**src/rtl/hazard_pkg.sv**
```systemverilog
// Shared types for the pipeline hazard/stall controller.
`default_nettype none

package hazard_pkg;

  localparam int HZ_W = 3;

  typedef enum logic [HZ_W-1:0] {
    HZ_NONE     = 3'd0,
    HZ_LOAD_USE = 3'd1,
    HZ_RAW      = 3'd2,
    HZ_WAW      = 3'd3,
    HZ_FULL     = 3'd4
  } hz_cause_t;

endpackage

`default_nettype wire

```
**src/rtl/sb_pending_tracker.sv**
```systemverilog
// Per-register pending bits and outstanding long-op counter with a sticky
// underflow error flag.
`default_nettype none

module sb_pending_tracker
  import hazard_pkg::*;
#(
  parameter int REG_NUM   = 32,
  parameter int ADDR_W    = 5,
  parameter int MAX_OUTST = 4,
  parameter int CNT_W     = $clog2(MAX_OUTST + 1)
) (
  input  logic               clk,
  input  logic               rst_n,
  input  logic               set_en_i,
  input  logic [ADDR_W-1:0]  set_addr_i,
  input  logic               inc_i,
  input  logic               clr_en_i,
  input  logic [ADDR_W-1:0]  clr_addr_i,
  output logic [REG_NUM-1:0] pending_o,
  output logic [CNT_W-1:0]   outst_cnt_o,
  output logic               sb_err_o
);

  logic [REG_NUM-1:0] pending_q, pending_d;
  logic [CNT_W-1:0]   cnt_q, cnt_d;
  logic               err_q, err_d;

  always_comb begin
    pending_d = pending_q;
    // Set is applied after clear so a same-register collision leaves it pending.
    for (int i = 1; i < REG_NUM; i++) begin
      if (clr_en_i && (clr_addr_i == ADDR_W'(i))) pending_d[i] = 1'b0;
      if (set_en_i && (set_addr_i == ADDR_W'(i))) pending_d[i] = 1'b1;
    end
    pending_d[0] = 1'b0;

    cnt_d = cnt_q;
    unique case ({inc_i, clr_en_i})
      2'b10: if (cnt_q != CNT_W'(MAX_OUTST)) cnt_d = cnt_q + 1'b1;
      2'b01: if (cnt_q != '0)                cnt_d = cnt_q - 1'b1;
      default: cnt_d = cnt_q;
    endcase

    err_d = err_q | (clr_en_i && (cnt_q == '0));
  end

  always_ff @(posedge clk or negedge rst_n) begin
    if (!rst_n) begin
      pending_q <= '0;
      cnt_q     <= '0;
      err_q     <= 1'b0;
    end else begin
      pending_q <= pending_d;
      cnt_q     <= cnt_d;
      err_q     <= err_d;
    end
  end

  assign pending_o   = pending_q;
  assign outst_cnt_o = cnt_q;
  assign sb_err_o    = err_q;

endmodule

`default_nettype wire

```
**src/rtl/hazard_scoreboard.sv**
```systemverilog
// ID-stage hazard detector: load-use, scoreboard RAW/WAW, long-op saturation
// and taken-branch flush, driving PC, IF/ID and ID/EX control.
`default_nettype none

module hazard_scoreboard
  import hazard_pkg::*;
#(
  parameter int REG_NUM   = 32,
  parameter int ADDR_W    = 5,
  parameter int MAX_OUTST = 4
) (
  input  logic                             clk,
  input  logic                             rst_n,
  input  logic                             id_valid,
  input  logic [ADDR_W-1:0]                id_rs1_addr,
  input  logic [ADDR_W-1:0]                id_rs2_addr,
  input  logic                             id_rs1_used,
  input  logic                             id_rs2_used,
  input  logic [ADDR_W-1:0]                id_rd_addr,
  input  logic                             id_rd_write,
  input  logic                             id_long_op,
  input  logic                             ex_mem_read,
  input  logic [ADDR_W-1:0]                ex_rd_addr,
  input  logic                             wb_long_valid,
  input  logic [ADDR_W-1:0]                wb_long_rd_addr,
  input  logic                             branch_taken,
  output logic                             pc_stall,
  output logic                             if_id_stall,
  output logic                             id_ex_bubble,
  output logic                             if_id_flush,
  output logic                             id_ex_flush,
  output logic [HZ_W-1:0]                  stall_cause,
  output logic [$clog2(MAX_OUTST+1)-1:0]   outst_cnt,
  output logic                             sb_err
);

  localparam int CNT_W = $clog2(MAX_OUTST + 1);

  logic [REG_NUM-1:0] w_pending;
  logic               w_rs1_nz, w_rs2_nz, w_rd_nz;
  logic               w_load_use, w_raw, w_waw, w_full;
  logic               w_rs1_busy, w_rs2_busy, w_rd_busy;
  hz_cause_t          w_cause;
  logic               w_hazard, w_issue;

  assign w_rs1_nz = id_rs1_used && (id_rs1_addr != '0);
  assign w_rs2_nz = id_rs2_used && (id_rs2_addr != '0);
  assign w_rd_nz  = id_rd_write && (id_rd_addr  != '0);

  // A register completing this cycle is forwarded from MEM/WB, so it no longer blocks.
  assign w_rs1_busy = w_pending[id_rs1_addr] &&
                      !(wb_long_valid && (wb_long_rd_addr == id_rs1_addr));
  assign w_rs2_busy = w_pending[id_rs2_addr] &&
                      !(wb_long_valid && (wb_long_rd_addr == id_rs2_addr));
  assign w_rd_busy  = w_pending[id_rd_addr] &&
                      !(wb_long_valid && (wb_long_rd_addr == id_rd_addr));

  assign w_load_use = ex_mem_read && (ex_rd_addr != '0) &&
                      ((w_rs1_nz && (id_rs1_addr == ex_rd_addr)) ||
                       (w_rs2_nz && (id_rs2_addr == ex_rd_addr)));
  assign w_raw      = (w_rs1_nz && w_rs1_busy) || (w_rs2_nz && w_rs2_busy);
  assign w_waw      = w_rd_nz && w_rd_busy;
  // A completion in the same cycle frees a slot for the incoming long op.
  assign w_full     = id_long_op && (outst_cnt == CNT_W'(MAX_OUTST)) && !wb_long_valid;

  always_comb begin
    w_cause = HZ_NONE;
    if (id_valid) begin
      if (w_load_use)  w_cause = HZ_LOAD_USE;
      else if (w_raw)  w_cause = HZ_RAW;
      else if (w_waw)  w_cause = HZ_WAW;
      else if (w_full) w_cause = HZ_FULL;
    end
  end

  assign w_hazard = (w_cause != HZ_NONE);
  assign w_issue  = id_valid && !w_hazard && !branch_taken;

  always_comb begin
    pc_stall     = w_hazard && !branch_taken;
    if_id_stall  = pc_stall;
    id_ex_bubble = pc_stall;
    if_id_flush  = branch_taken;
    id_ex_flush  = branch_taken;
    stall_cause  = branch_taken ? HZ_NONE : w_cause;
  end

  sb_pending_tracker #(
    .REG_NUM   (REG_NUM),
    .ADDR_W    (ADDR_W),
    .MAX_OUTST (MAX_OUTST),
    .CNT_W     (CNT_W)
  ) u_tracker (
    .clk         (clk),
    .rst_n       (rst_n),
    .set_en_i    (w_issue && id_long_op && w_rd_nz),
    .set_addr_i  (id_rd_addr),
    .inc_i       (w_issue && id_long_op),
    .clr_en_i    (wb_long_valid),
    .clr_addr_i  (wb_long_rd_addr),
    .pending_o   (w_pending),
    .outst_cnt_o (outst_cnt),
    .sb_err_o    (sb_err)
  );

endmodule

`default_nettype wire
```
**config.mk**
```make
export PLATFORM = sky130hd
export DESIGN_NAME = hazard_scoreboard
export DESIGN_NICKNAME = d
export VERILOG_FILES = /design/src/rtl/hazard_pkg.sv /design/src/rtl/sb_pending_tracker.sv /design/src/rtl/hazard_scoreboard.sv
export SDC_FILE = /design/constraint.sdc
export NUM_CORES = 1
export LEC_CHECK = 0
export ABC_AREA = 1
export BUFFER_PORTS_ARGS = -buffer_cell sky130_fd_sc_hd__buf_4
export CAP_MARGIN = 5
export CORE_MARGIN = 10
export CORE_UTILIZATION = 40
export CTS_CLUSTER_SIZE = 10
export DETAILED_ROUTE_END_ITERATION = 6
export MAX_ROUTING_LAYER = met4
export PLACE_DENSITY = 0.69
export SLEW_MARGIN = 20
export SYNTH_ARGS = -nofsm -noshare
export SYNTH_HDL_FRONTEND = slang
export SYNTH_SLANG_ARGS = --single-unit
export TNS_END_PERCENT = 10
```
**constraint.sdc**
```tcl
create_clock -name clk -period 6.14 [get_ports clk]
set_input_delay 0.614 -clock clk [delete_from_list [all_inputs] [get_ports clk]]
set_output_delay 0.614 -clock clk [all_outputs]
set_load 0.03 [all_outputs]
```
==> results of run 1 <==
[worst max-delay path, cell delays in order]
cell,delay [ns]
buf_4,0.15
nor2_2,0.31
nand2_1,0.12
o21ai_1,0.14
inv_1,0.43
nand2_1,0.24
nor2_1,0.08
nand2_1,0.08
nand3_1,0.07
nand2_1,0.08
nand2_1,0.09
nor2_4,0.56
nor2_1,0.16
buf_4,0.21
[flip-flops by register name, summed over array words and instances, names as in the netlist]
signal	count
u_tracker.sb_err_o	1
u_tracker.pending_o	31
u_tracker.outst_cnt_o	3
[power by group through the flow]
stage | clock network (W) | logic, W | registers, W
finish | 0.000185 | 0.000269 | 0.000283
floorplan | 0 | 0.000159 | 0.000296
global placement | 0 | 0.000261 | 0.000285
CTS | 0.000189 | 0.000268 | 0.000282
global route | 0.000197 | 0.000298 | 0.000287
detailed placement | 0 | 0.000267 | 0.000287
[cell usage after synthesis, drive strengths merged]
| cell type | instances | area share |
|---|---|---|
| buf | 23 | 0.038 |
| o211ai | 3 | 0.0065 |
| a211o | 1 | 0.0025 |
| clkinv | 1 | 0.0011 |
| nand2 | 208 | 0.23 |
| nor3 | 13 | 0.019 |
| nand3 | 56 | 0.081 |
| ha | 2 | 0.0073 |
| o22ai | 6 | 0.011 |
| xnor2 | 4 | 0.010 |
| o21ai | 41 | 0.059 |
| dfrtp | 35 | 0.25 |
| xor2 | 9 | 0.023 |
| o21bai | 2 | 0.0044 |
| a21boi | 1 | 0.0022 |
| nor2 | 72 | 0.082 |
| a22oi | 1 | 0.0022 |
| nand4 | 35 | 0.063 |
| clkbuf | 8 | 0.0087 |
| fa | 1 | 0.0058 |
| a21oi | 11 | 0.016 |
| inv | 69 | 0.075 |
[through the flow]
step                std cells  setup slack, ns  total power, W
finish                    730             2.17        0.000737
global route              730             1.77        0.000783
detailed placement        722             1.94        0.000554
CTS                       730             2.17        0.000739
floorplan                 602             2.76        0.000456
global placement          722             2.17        0.000547
[kinds of logic after synthesis]
logic type	Yosys count
xor gates and xnor gates	13
and+or+nand+nor	384
AOI/OAI and AO/OA	66
DFF	35
adders and majority gates	3
buffers and inverters	101
[path summary, 6_finish.rpt]
kind	slack, ns	start	endpoint
worst max-delay path	2.17	id_rd_addr[1]	pc_stall
max in group asynchronous	5.53	rst_n	u_tracker.pending_o[6]
worst min register to register	0.49	u_tracker.outst_cnt_o[2]	u_tracker.outst_cnt_o[2]
worst min-delay path	0.27	rst_n	u_tracker.outst_cnt_o[2]
worst max register to register	2.92	u_tracker.pending_o[4]	u_tracker.outst_cnt_o[1]
min in group clk	0.49	u_tracker.outst_cnt_o[2]	u_tracker.outst_cnt_o[2]
[per-layer routing]
layer / vias to the layer above / part of all wire / track usage
met5: - / 0 / -
met4: 0 / 0.033 / 0.0846
met3: 37 / 0.085 / 0.0317
met2: 208 / 0.45 / 0.309
met1: 1877 / 0.43 / 0.265
li1: 1986 / - / -
[final cells by class]
cell class / instances / area [um2]
fill: 915 / 4430
multi-input combinational: 466 / 2160
sequential: 35 / 876
timing repair buffer: 46 / 345
inverter: 70 / 263
tap: 105 / 131
clock buffer: 8 / 100
==> impl_metrics.tcl, run 1 <==
set metrics [dict create \
    synth.distinct_cells 29 \
    layout_common_cells "nand2_1 (207), nor2_1 (68), inv_1 (66)" \
    fp-row-count 33 \
    cts_setup_buffers 0 \
    synth-compound-area-share 0.104 \
    worst-path-max-fanout 33 \
    fmax_mhz 252 \
    fin_nets 662 \
    path_class "input port to output port" \
    insertedDiodeCount 0 \
    synth_top_family_by_area "simple AND/OR/NAND/NOR gates" \
    ios 47 \
    drt-total-wl_um 13000 \
    cts_max_level 2 \
    drive_gt1_frac 0.0976 \
    powerDensity_nw_per_um2 190 \
    synth_nets 640 \
    synth_mux_area_frac 0 \
    core_area_um2 8300 \
    stdcell_area_um2 3870 \
    slew_headroom 0.334 \
    antenna_found_initial 0 \
    p_seq_frac 0.384 \
    grt_max_degree 36 \
    areaGrowthSynthToFinish_pct 12.2 \
    synth_area_um2 3450 \
    place_area_um2 3770 \
    io_buffer_count 46 \
    setup-violations-final 0 \
    syn_inst 602 \
    first_pass_iters 5 \
    ys_seq_area_frac 0.254 \
    clk_latency_ns 0.29 \
    switching_share 0.397 \
    finalCriticalPeriod_ns 3.97 \
    finish.utilization 0.466 \
    avgSynthCellArea_um2 5.73 \
    end_kind "output port" \
    die_y_um 113 \
    grt_pass1_vias 3948 \
    leakage_nw 2.04 \
    layout_commonest_cell "nand2_1" \
    place_congestion 0.962 \
    required_ns 5.53 \
    drt_iter0_markers 361 \
    cts_resized 0 \
    clock-sinks 35 \
    hold_violations 0 \
    drtAntennaViolNets 0 \
    start_kind "input port" \
    arrival_ns 3.36 \
    cts_tree "done" \
    gr-total-overflow 0 \
    r2r_cells 18 \
    die_area_um2 12700 \
    yosys_warnings 0 \
    rsz0062_at_grt "no" \
    peakVddDrop_uv 206 \
    die_w_um 113 \
    vias_per_cell 5.63 \
    synth_xor_area_frac 0.0330 \
    vias 4108 \
    min_path_type "input port to async pin" \
    p_int_w 0.000445 \
    grt_pass1_wl_um 20800 \
    path_clk_slew_ns 0.07 \
    synth-simple-area-share 0.473 \
    cts_hold_buf 0 \
    fin_tns_setup_ns 0 \
    root_buffer "clkbuf_8" \
    period_share 0.647 \
    pwr-share-comb 0.365 \
    synth_fa_ha_area_frac 0.0131 \
    worstMarginPinSlew_ns 0.998 \
    drc 0 \
    ys_seq_elements 35 \
    drv_cap 0 \
    dp_hpwl_um 9900 \
    whs_ns 0.268 \
    clock_power_share 0.251 \
    maxSlewViolCount 0 \
    initial_core_util 0.416 \
    cts.path.max_buffers 2 \
    finClkSkew_ns 0.00948 \
    status "completed" \
    p_switching_w 0.000292 \
    cts_made_buffers 5 \
    grt_usage 0.204 \
    wl_per_cell_um 17.9 \
]
Note: power is estimated with default switching activity, not from simulation.
==> run 2, diff against run 1 <==
--- a/config.mk
+++ b/config.mk
@@ -13,7 +13,7 @@
 export CTS_CLUSTER_SIZE = 10
 export DETAILED_ROUTE_END_ITERATION = 6
 export MAX_ROUTING_LAYER = met4
-export PLACE_DENSITY = 0.69
+export PLACE_DENSITY = 0.71
 export SLEW_MARGIN = 20
 export SYNTH_ARGS = -nofsm -noshare
 export SYNTH_HDL_FRONTEND = slang
==> constraint.sdc (replaced) <==
create_clock -name clk -period 3.47 [get_ports clk]
set_input_delay 0.347 -clock clk [delete_from_list [all_inputs] [get_ports clk]]
set_output_delay 0.347 -clock clk [all_outputs]
set_load 0.03 [all_outputs]
==> run 2 against run 1 <==
The flow now finishes with violations (hold timing). Clock-buffer cell count shrank 1. Combinational power grew 80%. Utilization grew 0.44 points. Via count grew 0.90%. Flip-flop and latch count is the same. Die area is the same. Wire length shrank 0.58%. Non-clock buffer count grew 5.
==> impl_metrics.tcl, run 2 (synthesis gave the netlist of run 1 again) <==
set metrics [dict create \
    grt_pass1_vias 3894 \
    reg2reg_to "u_tracker.outst_cnt_o[2]" \
    antenna_found_initial 0 \
    violations "hold timing" \
    status "finished, violations left" \
    ios 47 \
    place_congestion 0.987 \
    reg2reg_from "u_tracker.pending_o[14]" \
    fmax_mhz 335 \
    pwr-share-comb 0.366 \
    crit_path_start "id_rs2_addr[0]" \
    vias_per_cell 5.64 \
    arrival_ns 2.64 \
    peakVddDrop_uv 232 \
    p_seq_frac 0.377 \
    layout_commonest_cell "nand2_1" \
    initial_core_util 0.416 \
    drv_cap 0 \
    clk_latency_ns 0.30 \
    worstMarginPinSlew_ns 0.558 \
    first_pass_iters 5 \
    grt_usage 0.205 \
    dp_hpwl_um 9650 \
    drtAntennaViolNets 0 \
    core_area_um2 8300 \
    path_class "input port to output port" \
    start_kind "input port" \
    finClkSkew_ns 0.00896 \
    hold_violations 10 \
    period_share 0.861 \
    cts_max_level 2 \
    fin_nets 667 \
    finalCriticalPeriod_ns 2.99 \
    vias 4145 \
    critPathCapture "id_ex_bubble" \
    io_buffer_count 46 \
    min_path_type "input port to async pin" \
    drt_iter0_markers 456 \
    grt_max_degree 36 \
    die_area_um2 12700 \
    drive_gt1_frac 0.106 \
    cts_made_buffers 5 \
    cts_setup_buffers 0 \
    timing.reg2reg.setup_slack_ns 0.65 \
    p_switching_w 0.000535 \
    maxSlewViolCount 0 \
    setup-violations-final 0 \
    cts_tree "done" \
    worst-path-max-fanout 32 \
    rsz0062_at_grt "no" \
    p_int_w 0.000792 \
    cts.path.max_buffers 2 \
    end_kind "output port" \
    fp-row-count 33 \
    switching_share 0.403 \
    layout_setup_ws_ns 0.483 \
    layout_common_cells "nand2_1 (207), nor2_1 (68), inv_1 (66)" \
    stdcell_area_um2 3910 \
    die_y_um 113 \
    areaGrowthSynthToFinish_pct 13.3 \
    drt-total-wl_um 13000 \
    grt_pass1_wl_um 21000 \
    fin_tns_setup_ns 0 \
    largest_reg_flops 31 \
    dp_slack_ns 0.266 \
    required_ns 3.12 \
    whs_ns -0.0117 \
    nFillCells 919 \
    cts_resized 0 \
    gr-total-overflow 0 \
    r2r_cells 17 \
    die_w_um 113 \
    slew_headroom 0.627 \
    root_buffer "clkbuf_8" \
    clock-sinks 35 \
    wl_per_cell_um 17.6 \
    drc 0 \
    leakage_nw 2.07 \
    insertedDiodeCount 0 \
    place_area_um2 3800 \
    path_clk_slew_ns 0.07 \
    cts_hold_buf 0 \
    clock_power_share 0.257 \
    powerDensity_nw_per_um2 339 \
]
[run 2: cell count changes in the layout (fill, tap and decap cells not counted), sizes merged]
cell | before | now
buf | 46 | 51
clkinvlp | 0 | 1
clkbuf | 8 | 7
[run 2: routing by layer]
layer  part of all wire  GRT usage  up-vias
li1                   -          -     1989
met1               0.44      0.280     1915
met2               0.45      0.298      219
met3              0.094     0.0312       22
met4              0.018     0.0719        0
met5                  0          -        -
[run 2: through the flow]
step                      total power (W)  std cells  hold slack (ns)  utilization
after floorplan                  0.000806        602           0.0514            -
after global placement           0.000980        727            0.331        0.458
after detailed placement         0.000987        727            0.337        0.458
after CTS                         0.00132        735           0.0152        0.471
after global routing              0.00141        735           0.0249        0.471
final                             0.00133        735          -0.0117        0.471
[run 2: power groups by stage]
stage | registers (W) | clock network, W | logic, W
finish | 0.000500 | 0.000341 | 0.000485
global route | 0.000505 | 0.000361 | 0.000540
CTS | 0.000498 | 0.000343 | 0.000483
detailed placement | 0.000506 | 0 | 0.000481
global placement | 0.000504 | 0 | 0.000477
floorplan | 0.000524 | 0 | 0.000282
[run 2: worst min path at each step]
stage	start	endpoint	cells after the start
floorplan	rst_n	u_tracker.outst_cnt_o[0]	0
global placement	rst_n	u_tracker.outst_cnt_o[1]	1
detailed placement	rst_n	u_tracker.outst_cnt_o[0]	1
CTS	rst_n	u_tracker.pending_o[12]	1
global route	rst_n	u_tracker.sb_err_o	1
finish	rst_n	u_tracker.outst_cnt_o[0]	1
[run 2: cell type report]
cell class,instances,area [um2],area share
Clock inverter,1,7.51,0.00192
Sequential cell,35,876,0.224
Tap cell,105,131,0.0336
Inverter,70,263,0.0672
Clock buffer,7,96.3,0.0247
Multi-Input combinational cell,466,2150,0.550
Timing Repair Buffer,51,383,0.0980
[run 2: critical path, cell delays in order]
cell and delay (ns):
buf_4 0.24, inv_1 0.26, nand4_1 0.17, nand2_1 0.05, inv_1 0.07, nand3_1 0.11, a21boi_0 0.31, inv_1 0.07
a21oi_1 0.29, nor2_4 0.05, buf_4 0.24, nor2_1 0.21, buf_4 0.20
